## config.mk

```make
export PLATFORM = sky130hd
export DESIGN_NAME = ex_operand_stage
export DESIGN_NICKNAME = d
export VERILOG_FILES = /design/src/rtl/ex_operand_stage.sv
export SDC_FILE = /design/constraint.sdc
export NUM_CORES = 1
export LEC_CHECK = 0
export ABC_CLOCK_PERIOD_IN_PS = 4700
export CORE_MARGIN = 2
export CORE_UTILIZATION = 43
export DETAILED_ROUTE_END_ITERATION = 10
export PLACE_DENSITY = 0.79
export SLEW_MARGIN = 40
export SYNTH_ARGS = -nofsm -noshare
export SYNTH_HDL_FRONTEND = slang
export SYNTH_SLANG_ARGS = --single-unit
```

## constraint.sdc

```tcl
create_clock -name clk -period 4.7 [get_ports clk]
set_input_delay 0.94 -clock clk [delete_from_list [all_inputs] [get_ports clk]]
set_output_delay 0.94 -clock clk [all_outputs]
set_load 0.02 [all_outputs]
```

## src/rtl/ex_operand_stage.sv

```systemverilog
// ex_operand_stage: ID/EX pipeline register with operand forwarding and ALU-control decode.
// Forwarding uses registered rs/rt against live EX/MEM and MEM/WB inputs, so it keeps tracking during a stall.
module ex_operand_stage #(
  parameter int WIDTH    = 32,
  parameter int REG_BITS = 5
) (
  input  logic                clk,
  input  logic                reset,
  input  logic                stall,
  input  logic                flush,
  input  logic                id_valid,
  input  logic [WIDTH-1:0]    id_rs_data,
  input  logic [WIDTH-1:0]    id_rt_data,
  input  logic [WIDTH-1:0]    id_imm,
  input  logic [REG_BITS-1:0] id_rs,
  input  logic [REG_BITS-1:0] id_rt,
  input  logic [REG_BITS-1:0] id_rd,
  input  logic [5:0]          id_funct,
  input  logic [1:0]          id_alu_op,
  input  logic                id_alu_src,
  input  logic                id_reg_dst,
  input  logic                id_reg_write,
  input  logic                exmem_reg_write,
  input  logic [REG_BITS-1:0] exmem_rd,
  input  logic [WIDTH-1:0]    exmem_result,
  input  logic                memwb_reg_write,
  input  logic [REG_BITS-1:0] memwb_rd,
  input  logic [WIDTH-1:0]    memwb_result,
  output logic [WIDTH-1:0]    alu_a,
  output logic [WIDTH-1:0]    alu_b,
  output logic [2:0]          alu_control,
  output logic [REG_BITS-1:0] ex_write_reg,
  output logic                ex_reg_write,
  output logic [WIDTH-1:0]    ex_store_data,
  output logic                ex_valid,
  output logic [1:0]          fwd_a_sel,
  output logic [1:0]          fwd_b_sel
);
  localparam int SW = 3 * WIDTH + 3 * REG_BITS + 6 + 2 + 4;
  logic [SW-1:0]       st_q, st_d;
  logic                valid_q, alu_src_q, reg_dst_q, reg_write_q;
  logic [WIDTH-1:0]    rs_data_q, rt_data_q, imm_q, fwd_rt;
  logic [REG_BITS-1:0] rs_q, rt_q, rd_q;
  logic [5:0]          funct_q;
  logic [1:0]          alu_op_q;
  logic [2:0]          funct_ctl;
  logic                ex_a, wb_a, ex_b, wb_b;
  // Flush loads a bubble and beats stall; stall recirculates the current contents.
  always_comb st_d = flush ? '0 : stall ? st_q :
    {id_valid, id_rs_data, id_rt_data, id_imm, id_rs, id_rt, id_rd,
     id_funct, id_alu_op, id_alu_src, id_reg_dst, id_reg_write};
  always_ff @(posedge clk or posedge reset)
    if (reset) st_q <= '0;
    else st_q <= st_d;
  assign {valid_q, rs_data_q, rt_data_q, imm_q, rs_q, rt_q, rd_q,
          funct_q, alu_op_q, alu_src_q, reg_dst_q, reg_write_q} = st_q;
  // Register 0 is hard-wired, so a write to it must never be forwarded.
  assign ex_a = exmem_reg_write && exmem_rd != '0 && exmem_rd == rs_q;
  assign wb_a = memwb_reg_write && memwb_rd != '0 && memwb_rd == rs_q;
  assign ex_b = exmem_reg_write && exmem_rd != '0 && exmem_rd == rt_q;
  assign wb_b = memwb_reg_write && memwb_rd != '0 && memwb_rd == rt_q;
  always_comb begin
    fwd_a_sel     = ex_a ? 2'b10 : wb_a ? 2'b01 : 2'b00;
    fwd_b_sel     = ex_b ? 2'b10 : wb_b ? 2'b01 : 2'b00;
    alu_a         = ex_a ? exmem_result : wb_a ? memwb_result : rs_data_q;
    fwd_rt        = ex_b ? exmem_result : wb_b ? memwb_result : rt_data_q;
    alu_b         = alu_src_q ? imm_q : fwd_rt;
    ex_store_data = fwd_rt;
    ex_write_reg  = reg_dst_q ? rd_q : rt_q;
    ex_reg_write  = reg_write_q & valid_q;
    ex_valid      = valid_q;
    funct_ctl     = funct_q == 6'b100000 ? 3'b000 :
                    funct_q == 6'b100010 ? 3'b001 :
                    funct_q == 6'b100100 ? 3'b010 :
                    funct_q == 6'b100101 ? 3'b011 :
                    funct_q == 6'b101010 ? 3'b111 : 3'b000;
    alu_control   = alu_op_q == 2'b00 ? 3'b000 :
                    alu_op_q == 2'b01 ? 3'b001 :
                    alu_op_q == 2'b11 ? 3'b011 : funct_ctl;
  end
endmodule
```

==> results of run 1 <==
==> worst max-delay path: stages <==
cell	delay, ns
clkdlybuf4s50_1	0.45
or4_1	0.56
o21a_1	0.21
and3_2	0.22
buf_4	0.19
mux2i_1	0.15
a221oi_1	0.31
clkdlybuf4s50_1	0.67
==> cells by family (layout without fill, tap and decap cells) <==
group,after synthesis,in the layout,share of synthesized area [%]
buf+inv,100,397,6.14
compound gates,102,102,8.81
xor+xnor,20,20,2.41
flops,123,123,42.3
mux,192,192,26.5
simple gates,242,242,13.8
==> through the flow <==
stage	std cells	instance area [µm²]	hold slack (ns)	utilization, %	worst slack, ns
floorplan	779	7270	0.481	-	0.489
global placement	1266	10600	0.497	64.1	0.0373
detailed placement	1266	10600	0.506	64.1	0.0558
CTS	1296	11200	0.519	67.8	0.0320
global route	1296	11300	0.546	67.9	0.0103
finish	1296	11300	0.515	67.9	0.0611
==> cell usage in the layout (no fill, tap or decap), drive strengths merged <==
cell             n
nor2           159
or4              2
and2             1
buf             23
clkdlybuf4s50  306
nand3            2
nor2b            1
and4             2
a21oi           34
xnor2            4
nand3b           1
clkinvlp         2
mux2i          187
dfrtp          123
clkbuf          23
bufinv           3
xor2            16
inv             34
nand2           33
o21a             3
a221oi          32
o21bai           1
nor3b            3
mux2             5
and3             1
clkinv           2
o21ai           32
dlymetal6s2s     4
nor3            37
==> layout make-up <==
| type | count | area, µm² | share of cell area (%) |
|---|---|---|---|
| multi-input combinational | 556 | 3770 | 33.5 |
| clock inverter | 7 | 115 | 1.02 |
| sequential | 123 | 3080 | 27.4 |
| inverter | 34 | 133 | 1.18 |
| tap | 220 | 275 | 2.45 |
| timing repair buffer | 333 | 3390 | 30.1 |
| clock buffer | 23 | 488 | 4.33 |
==> final timing paths <==
kind | to | depth (start not counted)
max | alu_b[23] | 8
min reg2reg | st_q[11] | 2
max in group asynchronous | st_q[114] | 3
max reg2reg | st_q[2] | 2
min in group asynchronous | st_q[57] | 2
min | st_q[11] | 2
==> metal layers <==
metal	vias up	global-route usage, %
met5	-	0
met4	0	8.19
met3	34	6.99
met2	307	45.5
met1	3277	33.6
li1	3256	-
==> where the power goes <==
| group | internal, µW | total (µW) | leakage (µW) | switching, µW |
|---|---|---|---|---|
| Sequential | 1120 | 1170 | 0.00163 | 50.6 |
| Combinational | 418 | 782 | 0.00305 | 365 |
| Clock | 882 | 1340 | 0.000291 | 458 |
==> metrics.md, run 1 <==
| Metric | Value |
|---|---|
| F_max | `216 MHz` |
| Mapped Area | `7270 µm²` |
| Most common cell in the netlist | `mux2i_1` |
| PD cells | `293 nW/µm²` |
| YS warnings | `0` |
| Cells after Synth | `779` |
| Metal2 WL | `11.7 mm` |
| Hold Buf Count CTS | `0` |
| Pre-Repair DR Iteration Count | `9` |
| Slew margin rel. | `47.5%` |
| Placer Congestion | `0.895` |
| Vias per cell | `5.30` |
| Filler instances | `1371` |
| RSZ-0062 raised after global routing | `false` |
| Maximum vdd drop | `0.225 mV` |
| CTS tree | `done` |
| Clock Pin Slew Worst Setup and Hold Paths | `0.05 ns` |
| Met3 Wirelength | `2.02 mm` |
| Number of global-route vias before repair | `6846` |
| Final Hold Viols | `0` |
| Nets | `1268` |
| Via count | `6874` |
| Worst-path fanout max | `6` |
| Mean Syn Cell Area | `9.34 µm²` |
| Post-DP HPWL | `17.4 mm` |
| Leak Pwr | `0.00498 µW` |
| Drt total wl | `23.8 mm` |
| DR top layer | `met4` |
| Number of flops mapped to enable cells by yosys | `0` |
| Max FFs per register | `123` |
| GRT Residual Overflow | `0` |
| Pin count of the biggest net entering global routing | `89` |
| Iter 0 DRT Violations | `385` |
| PostCTS Resize Cnt | `0` |
| Fraction of layout cells with a size suffix above 1 | `5.95%` |
| Worst r2r src | `st_q[2]` |
| FP Rows | `47` |
| CTS root buf | `clkbuf_16` |
| Routed WL per cell | `18.3 µm` |
| GRT Util Overall | `26.8%` |
| Clk Latency, worst-skew pair | `0.41 ns` |
| Max_cap viols | `0` |
| Total die area | `18000 µm²` |
| CP startpoint | `memwb_rd[2]` |
| Initial antenna violation count | `0` |
| Period minus WS final | `4.64 ns` |
| Startpoint Class | `input pin` |
| H-tree depth | `4` |
| Number of diodes | `0` |
| Die Y-Extent | `134 µm` |
| Clock sinks | `123` |
| # DRC | `0` |
| Post-Syn Nets | `982` |
| Core box area | `16600 µm²` |
| Setup crit end kind | `output port` |
| Max Transition Viols Final | `0` |
| Boundary Pins | `313` |
| TNS Setup | `0 ns` |
| Top_reg_cell synth | `dfrtp_1` |
| Post-synth top cells | `mux2i_1, nor2_1, dfrtp_1` |
| WP data arrival | `3.70 ns` |
| Area growth syn-to-layout | `54.8%` |
| CTS buffer count | `17` |
| CP required | `3.76 ns` |
| Final ANT Viol Nets | `0` |
| Final period utilization | `98.7%` |
| Initial core utilization | `43.9%` |
| Tot Pwr | `3290 µW` |
| Most flop-heavy register | `st_q` |
| Worst-margin pin slew | `0.787 ns` |
| Worst R2R Setup Slack | `3.59 ns` |
| Ys async rst share | `100%` |
| CP Class | `input pin to output port` |
| Port-buffer cells | `312` |
| Hold Path Class | `flip-flop to flip-flop` |
| DRT met1 WL | `9.59 mm` |
| Setup bufs post-CTS | `0` |
| # setup viols final | `0` |
| Synth Register Bits | `123` |
| Min-delay src | `st_q[11]` |
| Clock skew | `0 ns` |
| Largest registers | `st_q: 123 flops` |
| First-pass GRT wire length | `37.6 mm` |
| Synth unique cells | `29` |
| Yosys top cell by area | `dfrtp_1` |
| CTS Buffer Depth | `2` |
| Share of the synthesized area in the top cell type | `42.3%` |
| Synth area leaders | `dfrtp_1, mux2i_1, nor2_1, a221oi_1, nor3_1` |
| Die width | `134 µm` |
| Outcome | `complete, no violations` |
| Sequential area share after synthesis | `42.3%` |
(Power assumes the default switching activity.)
==> run 2: changes to the inputs <==
==> constraint.sdc (replaced) <==
create_clock -name clk -period 4.7 [get_ports clk]
set_input_delay 0.47 -clock clk [delete_from_list [all_inputs] [get_ports clk]]
set_output_delay 0.47 -clock clk [all_outputs]
set_load 0.02 [all_outputs]
==> run 2 against run 1 <==
Sequential power about the same. Via count fell by 1.5%. Critical endpoint is now alu_b[0]. Non-clock buffer count down 11. Sequential share of layout area up 0.37 points. Clock power about the same. Final area shrank 1.4%. Largest power group unchanged. Maximum frequency up 8.0%. First-iteration DRC count rose by 1.3%. Flip-flop and latch count unchanged. Worst hold slack improved by 0.0047 ns.
==> metrics.md, run 2 (synthesized netlist as in run 1, its figures left out) <==
| Metric | Value |
|---|---|
| Outcome | `complete, no violations` |
| Leak Pwr | `0.00484 µW` |
| Max FFs per register | `123` |
| Routed WL per cell | `18.0 µm` |
| Max Transition Viols Final | `0` |
| H-tree depth | `4` |
| Worst r2r src | `st_q[2]` |
| Number of diodes | `0` |
| Clk Latency, worst-skew pair | `0.41 ns` |
| Initial antenna violation count | `1` |
| Largest registers | `st_q: 123 flops` |
| Clock Pin Slew Worst Setup and Hold Paths | `0.05 ns` |
| GRT Residual Overflow | `0` |
| CP Class | `input pin to output port` |
| Pre-CTS WS | `0.359 ns` |
| CTS root buf | `clkbuf_16` |
| Final Hold Viols | `0` |
| Final period utilization | `91.4%` |
| Setup bufs post-CTS | `0` |
| Core box area | `16600 µm²` |
| Clock skew | `0 ns` |
| Placer Congestion | `0.883` |
| Worst R2R Setup Slack | `3.13 ns` |
| Most used cell, CP | `clkdlybuf4s50_1` |
| PD cells | `299 nW/µm²` |
| Pre-Repair DR Iteration Count | `5` |
| Post-Place Cells | `1255` |
| CP Capture Point | `alu_b[0]` |
| TNS Setup | `0 ns` |
| Min-delay src | `st_q[61]` |
| RSZ-0062 raised after global routing | `false` |
| GRT Util Overall | `26.3%` |
| Worst-margin pin slew | `0.847 ns` |
| # DRC | `0` |
| Slew margin rel. | `43.5%` |
| Critical path's largest stage delay | `0.74 ns` |
| Critical-path cell list | `clkdlybuf4s50_1 -> or4_1 -> o21a_1 -> and3_2 -> mux2i_1 -> a221oi_1 -> clkdlybuf4s50_1` |
| Clock sinks | `123` |
| Metal2 WL | `11.1 mm` |
| Hold Slack | `0.519 ns` |
| Slowest CP cell | `clkdlybuf4s50_1` |
| DR top layer | `met5` |
| Pin count of the biggest net entering global routing | `84` |
| Nets | `1257` |
| Port-buffer cells | `312` |
| Fin area | `11100 µm²` |
| Die Y-Extent | `134 µm` |
| First-pass GRT wire length | `36.7 mm` |
| CP required | `4.23 ns` |
| Drt total wl | `23.2 mm` |
| CTS tree | `done` |
| Filler instances | `1372` |
| # setup viols final | `0` |
| Finished Layout Cells | `1287` |
| CTS buffer count | `17` |
| Iter 0 DRT Violations | `390` |
| Hold Buf Count CTS | `0` |
| Hold Path Class | `flip-flop to flip-flop` |
| Via count | `6768` |
| Number of global-route vias before repair | `6777` |
| Startpoint Class | `input pin` |
| Most flop-heavy register | `st_q` |
| Leading cell types in the layout, fill and taps excluded | `clkdlybuf4s50_1, mux2i_1, nor2_1` |
| Boundary Pins | `313` |
| Fraction of layout cells with a size suffix above 1 | `4.87%` |
| Final ANT Viol Nets | `0` |
| PostCTS Resize Cnt | `0` |
| Dpl cell area | `10500 µm²` |
| Vias per cell | `5.26` |
| Reg-to-Reg End | `st_q[2]` |
| Die width | `134 µm` |
| Area growth syn-to-layout | `52.6%` |
| CP startpoint | `memwb_rd[2]` |
| Post-DP HPWL | `16.8 mm` |
| Met3 Wirelength | `1.71 mm` |
| Worst-path fanout max | `24` |
| DRT met1 WL | `9.60 mm` |
| Maximum vdd drop | `0.231 mV` |
| CTS Buffer Depth | `2` |
| Setup crit end kind | `output port` |
| WP data arrival | `3.83 ns` |
| FP Rows | `47` |
| Max_cap viols | `0` |
| Period minus WS final | `4.30 ns` |
| R2R depth | `3` |
| Most common cell after layout, fill and taps aside | `clkdlybuf4s50_1` |
| Total die area | `18000 µm²` |
| Post-route setup slack | `0.404 ns` |
| F_max | `233 MHz` |
| Initial core utilization | `43.9%` |
==> run 2: cell types whose count changed in the layout (fill, tap and decap cells not counted), moves of 2 or more <==
| cell | change |
|---|---|
| buf_12 | -6 |
| buf_4 | -4 |
| clkdlybuf4s50_1 | +4 |
| dlymetal6s2s_1 | -4 |
| clkbuf_8 | -3 |
| clkinv_4 | +3 |
| buf_6 | -2 |
| clkbuf_1 | +2 |
==> run 2: per-stage QoR <==
stage / total power, µW / utilization, %
after floorplan: 1540 / -
after global placement: 1950 / 63.1
after detailed placement: 1960 / 63.2
after CTS: 3340 / 66.9
after global routing: 3450 / 66.9
final: 3310 / 66.9
==> run 2: area by class of cell <==
cell class,instances,area [µm²],share of cell area (%)
inverter,34,130,1.17
sequential,123,3080,27.7
tap,220,275,2.48
clock inverter,10,166,1.50
multi-input combinational,556,3770,33.9
clock buffer,22,454,4.09
timing repair buffer,322,3230,29.1
==> run 2: routing by layer <==
layer	vias to the layer above	track usage, %
met5	-	0
met4	2	10.8
met3	48	6.99
met2	278	44.2
met1	3197	32.1
li1	3243	-
==> run 2: report_power, final <==
group / internal [µW] / leakage [µW] / switching [µW] / total (µW)
registers: 1120 / 0.00163 / 46.7 / 1170
logic: 412 / 0.00292 / 362 / 773
clock network: 903 / 0.000294 / 471 / 1370
total: 2430 / 0.00484 / 879 / 3310
==> run 2: worst min-delay path by stage <==
stage | slack, ns | endpoint | depth (start not counted)
floorplan | 0.48 | st_q[0] | 2
global placement | 0.50 | st_q[15] | 2
detailed placement | 0.51 | st_q[121] | 2
CTS | 0.52 | st_q[75] | 2
global route | 0.54 | st_q[26] | 2
finish | 0.52 | st_q[61] | 2
==> run 2: worst max-delay path: cells and delay by family <==
| family | cells | cell delay, ns |
|---|---|---|
| buffers and inverters | 2 | 1.23 |
| multiplexers | 1 | 0.23 |
| AND/OR/NAND/NOR | 2 | 1.00 |
| AO/OA/AOI/OAI | 2 | 0.89 |
